**config.mk**
```make
export PLATFORM = sky130hd
export DESIGN_NAME = mips_fetch_stage
export DESIGN_NICKNAME = d
export VERILOG_FILES = /design/src/rtl/mips_fetch_stage_pkg.sv /design/src/rtl/mips_pc_reg.sv /design/src/rtl/mips_fetch_stage.sv
export SDC_FILE = /design/constraint.sdc
export NUM_CORES = 1
export LEC_CHECK = 0
export ABC_AREA = 1
export BUFFER_PORTS_ARGS = -buffer_cell sky130_fd_sc_hd__buf_2
export CAP_MARGIN = 0
export CORE_MARGIN = 8
export CORE_UTILIZATION = 36
export DETAILED_ROUTE_END_ITERATION = 7
export PLACE_DENSITY = 0.68
export SYNTH_ARGS = -nofsm -noshare
export SYNTH_HDL_FRONTEND = slang
export SYNTH_HIERARCHICAL = 1
export SYNTH_SLANG_ARGS = --single-unit
```
**constraint.sdc**
```tcl
create_clock -name clk -period 1.85 [get_ports clk]
set_input_delay 0.0925 -clock clk [delete_from_list [all_inputs] [get_ports clk]]
set_output_delay 0.0925 -clock clk [all_outputs]
set_load 0.01 [all_outputs]
```
**src/rtl/mips_fetch_stage_pkg.sv**
```systemverilog
// Shared types and constants for the MIPS instruction-fetch stage:
// fetch-control state encoding, IF/ID register layout and bubble value.
`timescale 1ns/1ps
package mips_fetch_stage_pkg;

    typedef enum logic [1:0] {
        ST_RUN   = 2'b00,
        ST_DRAIN = 2'b01,
        ST_DONE  = 2'b10
    } fetch_state_e;

    localparam logic [31:0] DEFAULT_HALT_INS = 32'hFFFF_FFFF;

    // sll $0,$0,0 -- the canonical MIPS nop doubles as the pipeline bubble.
    localparam logic [31:0] BUBBLE_INS = 32'h0000_0000;

    typedef struct packed {
        logic [31:0] ins;
        logic [31:0] pc4;
        logic        valid;
    } ifid_t;

    localparam ifid_t IFID_BUBBLE = '{ins: BUBBLE_INS, pc4: 32'h0000_0000, valid: 1'b0};

    function automatic ifid_t ifid_fetch(input logic [31:0] ins, input logic [31:0] pc4);
        ifid_t r;
        r.ins   = ins;
        r.pc4   = pc4;
        r.valid = 1'b1;
        return r;
    endfunction

endpackage

```
**src/rtl/mips_pc_reg.sv**
```systemverilog
// Program counter: async active-low clear to RESET_PC, with load (redirect),
// hold, and default sequential increment by one word (wraps modulo 2^32).
`timescale 1ns/1ps
module mips_pc_reg #(
    parameter logic [31:0] RESET_PC = 32'h0000_0000
) (
    input  logic        clk,
    input  logic        rst_n,
    input  logic        load_i,
    input  logic        hold_i,
    input  logic [31:0] load_pc_i,
    output logic [31:0] pc_o,
    output logic [31:0] pc_plus4_o
);

    logic [31:0] pc_q;
    logic [31:0] pc_d;

    assign pc_plus4_o = pc_q + 32'd4;
    assign pc_o       = pc_q;

    always_comb begin
        pc_d = pc_plus4_o;
        if (load_i) begin
            pc_d = load_pc_i;
        end else if (hold_i) begin
            pc_d = pc_q;
        end
    end

    // NOTE: state registers use non-blocking assignments so every flop samples
    // pre-edge values regardless of process evaluation order.
    always_ff @(posedge clk or negedge rst_n) begin
        if (!rst_n) begin
            pc_q <= RESET_PC;
        end else begin
            pc_q <= pc_d;
        end
    end

endmodule

```
**src/rtl/mips_fetch_stage.sv**
```systemverilog
// MIPS IF stage: PC sequencing, IF/ID pipeline register and the halt/drain
// controller that raises a sticky fin once older instructions have retired.
`timescale 1ns/1ps
module mips_fetch_stage
    import mips_fetch_stage_pkg::*;
#(
    parameter logic [31:0] RESET_PC = 32'h0000_0000,
    parameter logic [31:0] HALT_INS = DEFAULT_HALT_INS,
    parameter int unsigned DRAIN    = 4
) (
    input  logic        clk,
    input  logic        pcclr,
    output logic [31:0] imem_addr,
    input  logic [31:0] imem_data,
    input  logic        stall,
    input  logic        flush,
    input  logic        br_taken,
    input  logic [31:0] br_target,
    output logic [31:0] ifid_ins,
    output logic [31:0] ifid_pc4,
    output logic        ifid_valid,
    output logic        fin
);

    localparam int CNT_W = (DRAIN > 1) ? $clog2(DRAIN) : 1;
    localparam logic [CNT_W-1:0] CNT_LOAD = CNT_W'(DRAIN - 1);

    fetch_state_e     state_q, state_d;
    logic [CNT_W-1:0] cnt_q, cnt_d;
    ifid_t            ifid_q, ifid_d;
    logic             fin_q, fin_d;

    logic        pc_load;
    logic        pc_hold;
    logic [31:0] pc;
    logic [31:0] pc_plus4;
    logic        halt_go;

    mips_pc_reg #(
        .RESET_PC (RESET_PC)
    ) u_pc_reg (
        .clk        (clk),
        .rst_n      (pcclr),
        .load_i     (pc_load),
        .hold_i     (pc_hold),
        .load_pc_i  (br_target),
        .pc_o       (pc),
        .pc_plus4_o (pc_plus4)
    );

    // Halt only counts once it actually leaves IF/ID into ID on a clean cycle.
    assign halt_go = ifid_q.valid && (ifid_q.ins == HALT_INS)
                     && !stall && !flush && !br_taken;

    // NOTE: every signal written here gets a default first so no path leaves
    // it unassigned, which would otherwise infer a latch.
    always_comb begin
        state_d = state_q;
        cnt_d   = cnt_q;
        ifid_d  = ifid_q;
        fin_d   = fin_q;
        pc_load = 1'b0;
        pc_hold = 1'b0;

        unique case (state_q)
            ST_RUN: begin
                if (br_taken) begin
                    pc_load = 1'b1;
                    ifid_d  = IFID_BUBBLE;
                end else if (halt_go) begin
                    // The word fetched behind the halt is never issued.
                    pc_hold = 1'b1;
                    ifid_d  = IFID_BUBBLE;
                    state_d = ST_DRAIN;
                    cnt_d   = CNT_LOAD;
                end else begin
                    pc_hold = stall;
                    if (flush) begin
                        ifid_d = IFID_BUBBLE;
                    end else if (!stall) begin
                        ifid_d = ifid_fetch(imem_data, pc_plus4);
                    end
                end
            end

            ST_DRAIN: begin
                ifid_d = IFID_BUBBLE;
                if (br_taken) begin
                    // Halt sat on a mispredicted path: resume at the target.
                    pc_load = 1'b1;
                    state_d = ST_RUN;
                    cnt_d   = '0;
                end else begin
                    pc_hold = 1'b1;
                    if (cnt_q == '0) begin
                        state_d = ST_DONE;
                        fin_d   = 1'b1;
                    end else begin
                        cnt_d = cnt_q - 1'b1;
                    end
                end
            end

            ST_DONE: begin
                pc_hold = 1'b1;
            end

            default: begin
                pc_hold = 1'b1;
                state_d = ST_RUN;
            end
        endcase
    end

    always_ff @(posedge clk or negedge pcclr) begin
        if (!pcclr) begin
            state_q <= ST_RUN;
            cnt_q   <= '0;
            ifid_q  <= IFID_BUBBLE;
            fin_q   <= 1'b0;
        end else begin
            state_q <= state_d;
            cnt_q   <= cnt_d;
            ifid_q  <= ifid_d;
            fin_q   <= fin_d;
        end
    end

    assign imem_addr  = pc;
    assign ifid_ins   = ifid_q.ins;
    assign ifid_pc4   = ifid_q.pc4;
    assign ifid_valid = ifid_q.valid;
    assign fin        = fin_q;

endmodule

```
==> flow_summary_export.csv, run 1 <==
group,metric,value,unit
status,status,"finished, final reports clean",
cells_and_area,final_cell_area,7390,um^2
cells_and_area,syn_to_final_growth,33.5,%
logic_synthesis,synth_enable_flop_cells,0,
critical_path,cp.required,2.13,ns
timing,rsz0062_at_grt,"false",
pwr,pwr-share-seq,49.9,%
logic_synthesis,ys_types,30,
pwr,power.density,636,nW/um^2
flow_run,drv_cap,0,
cells_and_area,layoutNonFillerInstCount,1123,
route,drt_iter0_markers,315,
timing,worst_pin_slew,0.687,ns
die,coreArea,15100,um^2
grt,grt_pass1_vias,5381,
logic_synthesis,syn_area_per_cell,7.60,um^2
logic_synthesis,syn_nets,799,
logic_synthesis,synth_most_common_cell,"nand2_1",
placed_design,io_buffers,166,
timing,fin_skew,0.00871,ns
logic_synthesis,ys_warn_count,6,
route,dr_total_vias,5459,
placed_design,gp_congestion,0.887,
clocking,cts_max_level,3,
critical_path,crit_path_frequent_cell,"nand2_1",
timing,slew_headroom,54.2,%
route,ant_nets,0,
cells_and_area,post-route-util,49.0,%
placed_design,hpwl,13.1,mm
logic_synthesis,synth_top_area_cell,"dfrtp_1",
route,wl,17.5,mm
grt,antenna_found_initial,0,
clocking,clkLatencyLatePin,0.35,ns
logic_synthesis,synth_ff_type,"dfrtp_1",
timing,max_freq,0.584,GHz
placed_design,placed_cells,1073,
critical_path,cp_slowest_cell,"dfrtp_1",
critical_path,crit_chain,"nand2_1 -> nor2_1 -> nand2_1 -> nor2_2 -> nand3_2 -> buf_4 -> buf_4 -> nand4_1 -> nand2_1",
grt,grt_max_degree,66,
cells_and_area,diodes,0,
die,die_w,140,um
clocking,numCtsBuffers,9,
grt,grt_remaining_overflow,0,
clocking,cts_root_buf,"clkbuf_16",
pwr,vdd.ir_drop.worst,0.441,mV
pwr,p_int,3.55,mW
critical_path,startpoint_type,"flip-flop",
die,pin_count,167,
route,drt_pass1_iterations,5,
die,die_height,140,um
timing,finalHoldViolations,0,
pwr,cellLeakagePower,4.11,nW
logic_synthesis,syn_inst,728,
pwr,p_total,4.70,mW
logic_synthesis,yosys-top-cells-count,"nand2_1, dfrtp_1, inv_1, nand4_1, nor2_1",
clocking,clk_path_buf_depth,2,
pwr,p_sw,1.15,mW
grt,grt_pass1_wl,28.2,mm
route,wl_per_cell,15.6,um
pwr,swShare,24.5,%
critical_path,crit_fanout,28,
grt,grt_usage,18.0,%
cells_and_area,final_nets,1002,
route,avgViaCountPerCell,4.86,
timing,setup_viol,0,
die,rows,45,
critical_path,max_stage_delay,0.40,ns
clocking,cts_tree,"built",
critical_path,cp-end-kind,"flip-flop",
logic_synthesis,ys_top_cells_by_area,"dfrtp_1, nand2_1, nand4_1",
critical_path,critPathBufInv,2,
critical_path,cp_top_family,"simple AND/OR/NAND/NOR gates",
min_path,holdCritPathClass,"in -> reg",
logic_synthesis,async_flop_share,100,%
die,die_area,19600,um^2
critical_path,arrival,1.99,ns
placed_design,placed_area,6730,um^2
timing,maxSlewViolCount,0,
route,drc,0,
clocking,path_clk_slew,0.07,ns
die,start_util,36.7,%
critical_path,worstSetupPathType,"reg -> reg",
pwr,power_frac_clock,39.7,%
clocking,clock-sinks,102,
logic_synthesis,yosysTopAreaCellShare,46.1,%
logic_synthesis,ys_seq_area_share,46.1,%
logic_synthesis,syn_area,5530,um^2
timing,min_period,1.71,ns
cells_and_area,drive_gt1_share,26.8,%
timing,final.period_utilization,92.5,%
logic_synthesis,ys_seq_elements,102,
pwr,p_comb_share,10.4,%
==> sequential cells by signal, indices dropped and copies added (netlist names) <==
name	cells
ifid_ins	32
ifid_valid	1
ifid_pc4	32
fin	1
cnt_q	2
state_q	2
u_pc_reg/pc_o	32
==> timing repair <==
action / CTS / global route
pin swaps: 2 / 2
setup endpoints to repair: 8 / 31
setup buffers: 0 / 4
gates cloned: 0 / 0
endpoints found under the hold margin: 56 / 0
gates resized for setup: 1 / 10
hold buffers: 31 / 0
==> worst paths after layout <==
| check | from | endpoint | slack, ns | cells past startpoint |
|---|---|---|---|---|
| max | ifid_ins[31]$_DFFE_PN0P_ | ifid_ins[7]$_DFFE_PN0P_ | 0.14 | 9 |
| min | imem_data[18] | ifid_ins[18]$_DFFE_PN0P_ | 0.008 | 3 |
| max reg2reg | ifid_ins[31]$_DFFE_PN0P_ | ifid_ins[7]$_DFFE_PN0P_ | 0.14 | 9 |
| min reg2reg | fin$_DFFE_PN0P_ | fin$_DFFE_PN0P_ | 0.46 | 2 |
| max in group asynchronous | pcclr | ifid_pc4[25]$_DFFE_PN0P_ | 0.99 | 3 |
| min in group asynchronous | pcclr | ifid_ins[31]$_DFFE_PN0P_ | 0.23 | 2 |
==> power groups by stage <==
stage / Combinational [mW] / Sequential, mW / Clock, mW
finish: 0.489 / 2.34 / 1.86
global route: 0.549 / 2.35 / 2.00
CTS: 0.495 / 2.34 / 1.92
detailed placement: 0.443 / 2.38 / 0
global placement: 0.440 / 2.38 / 0
floorplan: 0.176 / 2.40 / 0
==> metal layers <==
metal	wire length, um	GRT usage (%)	part of all wire (%)	vias to the layer above
met1	8140	23.8	46	2527
met2	7900	28.1	45	182
li1	-	-	-	2729
met4	321	6.86	1.8	0
met3	1170	4.11	6.7	21
met5	0	0	0	-
==> cell usage in the layout (no fill, tap or decap), types with 2 or more instances in the layout <==
master / n
o211ai_1: 5
xor2_2: 7
nand2_1: 308
o21ai_0: 17
dlygate4sd3_1: 31
a22o_1: 8
inv_2: 3
buf_4: 25
buf_2: 165
and2_1: 5
nor2_2: 7
nand2_4: 4
nand4_1: 66
ha_1: 2
inv_1: 64
xor2_1: 6
buf_12: 8
nand2_2: 5
clkbuf_1: 2
nor2_4: 10
clkbuf_8: 4
nor2_1: 37
clkbuf_16: 9
nand3_1: 27
dfrtp_1: 102
==> metrics by stage <==
step                      hold slack [ns]  TNS [ns]  setup WS [ns]
after global routing              0.00819         0        0.00764
after CTS                        0.000912   -0.0126        -0.0126
after detailed placement           0.0594   -0.0521        -0.0153
final                             0.00802         0          0.139
after global placement             0.0548   -0.0197       -0.00464
after floorplan                    -0.203  -0.00993       -0.00892
==> cell type report <==
cell class / count / area, um^2
Clock buffer: 15 / 288
Fill cell: 1507 / 7700
Inverter: 67 / 251
Multi-Input combinational cell: 522 / 2580
Sequential cell: 102 / 2550
Tap cell: 188 / 235
Timing Repair Buffer: 229 / 1480
==> cell families after synthesis <==
family	count (synthesis)	share of synthesized area (%)
simple gates	472	38.0
buf+inv	104	8.21
flops	102	46.1
compound gates	34	4.00
xor+xnor	14	3.17
fa+ha+maj	2	0.452
==> worst register-to-register path, delay by kind of cell (launching register included) <==
kind | cells | cell delay [ns]
buffers and inverters | 2 | 0.61
DFF | 1 | 0.40
and+or+nand+nor | 7 | 0.65
Power figures use the tool's default switching activity.
==> run 2: changes to the inputs <==
CORE_UTILIZATION = 47   (was 36)
PLACE_DENSITY = 0.83   (was 0.68)
==> run 2 against run 1 <==
Compared with the run above: final area down 3.6%; clock skew decreased by 0.0018 ns; sequential share of layout area is 1.3 points higher; wire length is 5.0% lower; register-to-register slack got worse by 0.06 ns; first-iteration DRC count up 42%; maximum frequency fell by 3.3%; global-route usage rose by 3.3 points; clock-buffer cell count decreased by 3; cell count decreased by 5.7%; largest cell class unchanged.
==> flow_summary_export.csv, run 2 (synthesis gave the netlist of run 1 again) <==
group,metric,value,unit
placed_design,io_buffers,166,
cells_and_area,final_nets,983,
die,start_util,48.2,%
clocking,clk_path_buf_depth,2,
route,drc,0,
cells_and_area,final_common_cell,"nand2_1",
clocking,cts_max_level,3,
timing,maxSlewViolCount,0,
pwr,pwr-share-seq,49.3,%
die,die_area,15500,um^2
clocking,clock-sinks,102,
placed_design,placed_cells,1017,
critical_path,crit_fanout,66,
placed_design,gp_congestion,0.936,
critical_path,regToRegEndpoint,"ifid_pc4[2]$_DFFE_PN0P_",
cells_and_area,drive_gt1_share,26.6,%
critical_path,cp_top_family,"simple AND/OR/NAND/NOR gates",
critical_path,startpoint_type,"flip-flop",
timing,min_period,1.77,ns
grt,grt_remaining_overflow,0,
critical_path,r2r-start,"ifid_ins[26]$_DFFE_PN0P_",
critical_path,critPathBufInv,1,
min_path,holdPathEnd,"u_pc_reg/pc_o[10]$_DFFE_PN0N_",
pwr,vdd.ir_drop.worst,0.429,mV
cells_and_area,syn_to_final_growth,28.7,%
cells_and_area,final_cell_area,7120,um^2
die,die_height,124,um
pwr,p_int,3.63,mW
die,pin_count,167,
timing,setup_viol,0,
grt,grt_pass1_wl,27.5,mm
timing,max_freq,0.565,GHz
clocking,path_clk_slew,0.07,ns
cells_and_area,layoutNonFillerInstCount,1059,
timing,fin_skew,0.00695,ns
pwr,p_total,4.77,mW
placed_design,hpwl,12.2,mm
clocking,cts_root_buf,"clkbuf_16",
timing,finalHoldViolations,0,
clocking,cts_tree,"built",
critical_path,cp.required,2.12,ns
pwr,swShare,23.9,%
route,drt_pass1_iterations,5,
cells_and_area,post-route-util,62.1,%
route,avgViaCountPerCell,5.19,
pwr,p_sw,1.14,mW
cells_and_area,ff_latch_area,2550,um^2
grt,grt_max_degree,67,
cells_and_area,diodes,0,
critical_path,path_depth,8,
critical_path,crit_chain,"nand2_1 -> nor2_1 -> nand2_1 -> nor2_2 -> nand3_2 -> buf_4 -> nand4_1 -> nand2_1",
critical_path,max_stage_delay,0.56,ns
grt,grt_usage,21.3,%
pwr,power.density,669,nW/um^2
clocking,numCtsBuffers,9,
grt,grt_pass1_vias,5413,
cells_and_area,fillers,1033,
die,die_w,124,um
route,ant_nets,0,
critical_path,r2r_slack,0.08,ns
critical_path,arrival,2.04,ns
timing,slew_headroom,55.3,%
min_path,hp-start,"br_target[10]",
min_path,holdCritPathClass,"in -> reg",
min_path,whs_path_depth,3,
pwr,p_comb_share,9.7,%
critical_path,cp_slowest_cell,"buf_4",
cells_and_area,multiInputGateArea,2570,um^2
route,wl,16.7,mm
critical_path,worst-r2r-cell-count,8,
timing,final.period_utilization,95.6,%
placed_design,placed_area,6520,um^2
die,coreArea,11500,um^2
clocking,clkLatencyLatePin,0.34,ns
cells_and_area,final_cell_mix,"nand2_1, buf_2, dfrtp_1",
route,dr_total_vias,5498,
critical_path,worstSetupPathType,"reg -> reg",
critical_path,crit_path_frequent_cell,"nand2_1",
route,wl_per_cell,15.7,um
timing,worst_pin_slew,0.671,ns
pwr,cellLeakagePower,4.02,nW
grt,antenna_found_initial,0,
pwr,power_frac_clock,41.0,%
timing,rsz0062_at_grt,"true",
status,status,"finished, final reports clean",
die,rows,39,
flow_run,drv_cap,0,
critical_path,cp-end-kind,"flip-flop",
route,drt_iter0_markers,447,
==> run 2: worst max path at each step <==
stage | end | from
2_1_floorplan | u_pc_reg/pc_o[10]$_DFFE_PN0N_ | ifid_ins[25]$_DFFE_PN0P_
3_3_place_gp | u_pc_reg/pc_o[2]$_DFFE_PN0N_ | ifid_ins[27]$_DFFE_PN0P_
3_5_place_dp | u_pc_reg/pc_o[5]$_DFFE_PN0N_ | ifid_ins[25]$_DFFE_PN0P_
4_1_cts | u_pc_reg/pc_o[5]$_DFFE_PN0N_ | ifid_ins[25]$_DFFE_PN0P_
5_1_grt | u_pc_reg/pc_o[14]$_DFFE_PN0N_ | ifid_ins[26]$_DFFE_PN0P_
6_report | ifid_pc4[2]$_DFFE_PN0P_ | ifid_ins[26]$_DFFE_PN0P_
==> run 2: metrics by stage <==
stage          hold slack, ns  worst slack [ns]  TNS [ns]
5_1_grt                0.0118           -0.0566    -0.684
2_1_floorplan          -0.203          -0.00892  -0.00993
4_1_cts              0.000115            0.0193         0
3_3_place_gp          0.00329            0.0965         0
3_5_place_dp          0.00290            0.0418         0
6_report              0.00641            0.0810         0
==> run 2: power groups by stage <==
stage               combinational, mW  sequential, mW  clock (mW)
CTS                             0.463            2.35        2.00
global route                    0.515            2.36        2.08
floorplan                       0.176            2.40           0
global placement                0.419            2.39           0
finish                          0.464            2.35        1.95
detailed placement              0.427            2.39           0
==> run 2: layer usage <==
layer  wire length [um]  track usage (%)
met5                  0                0
met4                263             6.52
met3                995             4.38
met2               7880             34.1
met1               7520             28.3
==> run 2: area by class of cell <==
type | instances | share of cell area [%]
Multi-Input combinational cell | 522 | 36.0
Clock buffer | 12 | 3.74
Clock inverter | 3 | 0.597
Tap cell | 143 | 2.51
Timing Repair Buffer | 210 | 17.7
Sequential cell | 102 | 35.9
Inverter | 67 | 3.53
==> run 2: worst reg2reg max path, stage by stage (launching register included) <==
cell	delay, ns
dfrtp_1	0.40
nand2_1	0.07
nor2_1	0.05
nand2_1	0.11
nor2_2	0.06
nand3_2	0.09
buf_4	0.56
nand4_1	0.26
nand2_1	0.11
==> run 2: repair_timing <==
action	in CTS	in global routing
buffers inserted	0	4
hold buffers	22	0
endpoints found under the hold margin	92	0
resized for setup	0	23
setup endpoints to repair	0	70
==> run 3: changes to the inputs <==
SETUP_SLACK_MARGIN = 0.4   (was not set)
==> run 3 against run 2 <==
Compared with the run above: combinational power is 5.4% higher; critical endpoint is now u_pc_reg/pc_o[5]$_DFFE_PN0N_; sequential share of layout area shrank 1.4 points; setup slack improved by 0.036 ns; sequential cell count stayed put; first-iteration DRC count increased by 16%; critical path type unchanged; total power is 0.93% lower; via count grew 3.3%; wire length grew 5.3%; global-route usage increased by 1.3 points; non-clock buffer count increased by 21.
==> flow_summary_export.csv, run 3 (synthesis gave the netlist of run 1 again) <==
group,metric,value,unit
clocking,numCtsBuffers,9,
timing,finalHoldViolations,0,
timing,final.period_utilization,93.6,%
critical_path,regToRegEndpoint,"u_pc_reg/pc_o[5]$_DFFE_PN0N_",
route,ant_nets,0,
cells_and_area,layoutNonFillerInstCount,1080,
timing,min_period,1.73,ns
route,drc,0,
cells_and_area,final_cell_mix,"nand2_1, buf_2, dfrtp_1",
die,die_height,124,um
cells_and_area,drive_gt1_share,28.0,%
grt,grt_remaining_overflow,0,
critical_path,crit_chain,"nand2_1 -> nor2_1 -> nand2_1 -> nor2_1 -> nand3_2 -> nand2_4 -> o21bai_4 -> inv_2 -> buf_6 -> nor2_4 -> buf_6 -> nand2_2 -> o211ai_1",
route,drt_pass1_iterations,5,
die,coreArea,11500,um^2
pwr,cellLeakagePower,4.16,nW
grt,grt_usage,22.6,%
clocking,cts_tree,"built",
die,pin_count,167,
die,die_w,124,um
placed_design,placed_cells,1021,
pwr,p_total,4.72,mW
grt,grt_pass1_wl,28.9,mm
clocking,clock-sinks,102,
critical_path,cp.required,2.10,ns
critical_path,max_stage_delay,0.39,ns
pwr,power.density,637,nW/um^2
critical_path,r2r-start,"ifid_ins[26]$_DFFE_PN0P_",
clocking,cts_root_buf,"clkbuf_16",
critical_path,cp_top_family,"simple AND/OR/NAND/NOR gates",
clocking,cts_max_level,3,
route,wl,17.5,mm
critical_path,critPathBufInv,3,
die,rows,39,
cells_and_area,final_nets,1004,
placed_design,pre_cts_slack,0.0287,ns
timing,fin_skew,0.00821,ns
placed_design,io_buffers,166,
pwr,vdd.ir_drop.worst,0.580,mV
timing,max_freq,0.577,GHz
clocking,clk_path_buf_depth,2,
clocking,path_clk_slew,0.06,ns
timing,maxSlewViolCount,0,
critical_path,crit_fanout,6,
status,status,"finished, final reports clean",
min_path,whs_path_depth,3,
timing,slew_headroom,68.9,%
die,die_area,15500,um^2
die,start_util,48.2,%
critical_path,arrival,1.98,ns
timing,rsz0062_at_grt,"true",
critical_path,cp-end-kind,"flip-flop",
min_path,holdPathEnd,"ifid_ins[22]$_DFFE_PN0P_",
critical_path,startpoint_type,"flip-flop",
min_path,holdCritPathClass,"in -> reg",
timing,worst_pin_slew,0.467,ns
route,dr_total_vias,5677,
placed_design,hpwl,12.3,mm
critical_path,worst-r2r-cell-count,13,
grt,antenna_found_initial,0,
route,wl_per_cell,16.2,um
timing,setup_viol,0,
min_path,hp-start,"imem_data[22]",
cells_and_area,fillers,963,
critical_path,r2r_slack,0.12,ns
grt,grt_pass1_vias,5676,
route,drt_iter0_markers,519,
flow_run,drv_cap,0,
cells_and_area,syn_to_final_growth,33.9,%
critical_path,worstSetupPathType,"reg -> reg",
timing,setup_ws,0.118,ns
cells_and_area,diodes,0,
clocking,clkLatencyLatePin,0.35,ns
route,avgViaCountPerCell,5.26,
cells_and_area,final_common_cell,"nand2_1",
critical_path,cp_slowest_cell,"dfrtp_1",
grt,grt_max_degree,45,
placed_design,gp_congestion,0.911,
[run 3: cell count changes in the layout (fill, tap and decap cells not counted), moves of 2 or more]
| cell | change |
|---|---|
| o21ai_1 | -3 |
| buf_8 | +2 |
| clkbuf_8 | +2 |
| buf_4 | +9 |
| nand2_4 | +2 |
| dlygate4sd3_1 | +6 |
| o21ai_0 | +4 |
[run 3: worst register-to-register path: cells and delay by family (launching register included)]
kind | cells | cell delay, ns
AOI/OAI and AO/OA | 2 | 0.23
buffers and inverters | 3 | 0.36
and+or+nand+nor | 8 | 0.66
DFF | 1 | 0.39
[run 3: per-stage QoR]
stage                     setup TNS, ns  util (%)  hold slack, ns  area (um^2)
after floorplan                       0         -          -0.203         5560
after CTS                             0      64.5         0.00250         7390
final                                 0      64.6         0.00610         7410
after global routing           -0.00416      64.6          0.0109         7410
after global placement                0      57.3          0.0744         6570
after detailed placement              0      57.3          0.0779         6570
[run 3: cell type report]
type,instances,area [um^2],area share [%]
inverter,67,259,3.50
sequential,102,2550,34.5
timing repair buffer,231,1510,20.4
multi-input combinational,522,2610,35.2
tap,143,179,2.42
clock buffer,15,298,4.02
[run 3: how the worst max path moves through the flow]
stage                                        start                            end  slack [ns]  depth (start not counted)
final                     ifid_ins[26]$_DFFE_PN0P_   u_pc_reg/pc_o[5]$_DFFE_PN0N_        0.12                         13
after detailed placement  ifid_ins[22]$_DFFE_PN0P_  u_pc_reg/pc_o[11]$_DFFE_PN0N_        0.03                         13
after CTS                 ifid_ins[24]$_DFFE_PN0P_  u_pc_reg/pc_o[13]$_DFFE_PN0N_        0.16                         13
after global routing      ifid_ins[30]$_DFFE_PN0P_   u_pc_reg/pc_o[5]$_DFFE_PN0N_      -0.004                         13
after global placement    ifid_ins[21]$_DFFE_PN0P_  u_pc_reg/pc_o[31]$_DFFE_PN0N_        0.13                         13
after floorplan           ifid_ins[17]$_DFFE_PN0P_  u_pc_reg/pc_o[15]$_DFFE_PN0N_        0.06                         15
[run 3: repair_timing]
item                                   in CTS  in global routing
endpoints found under the hold margin      59                  0
cloned                                      3                  0
gates resized for setup                    28                  3
pin swaps                                   8                  1
buffers inserted                           12                  1
hold buffers                               28                  0
setup endpoints to repair                  96                 98
[run 3: power by group]
part	total, mW	leakage [nW]	switching, mW	internal (mW)
clock network	1.89	0.148	0.795	1.09
registers	2.35	1.35	0.0709	2.28
logic	0.489	2.66	0.276	0.212
[run 3: metal layers]
metal,vias to the layer above,GRT usage [%],wire [um]
met2,263,36.8,8220
met3,40,6.72,1360
li1,2729,-,-
met4,0,7.80,493
met1,2645,27.9,7470
met5,-,0,0
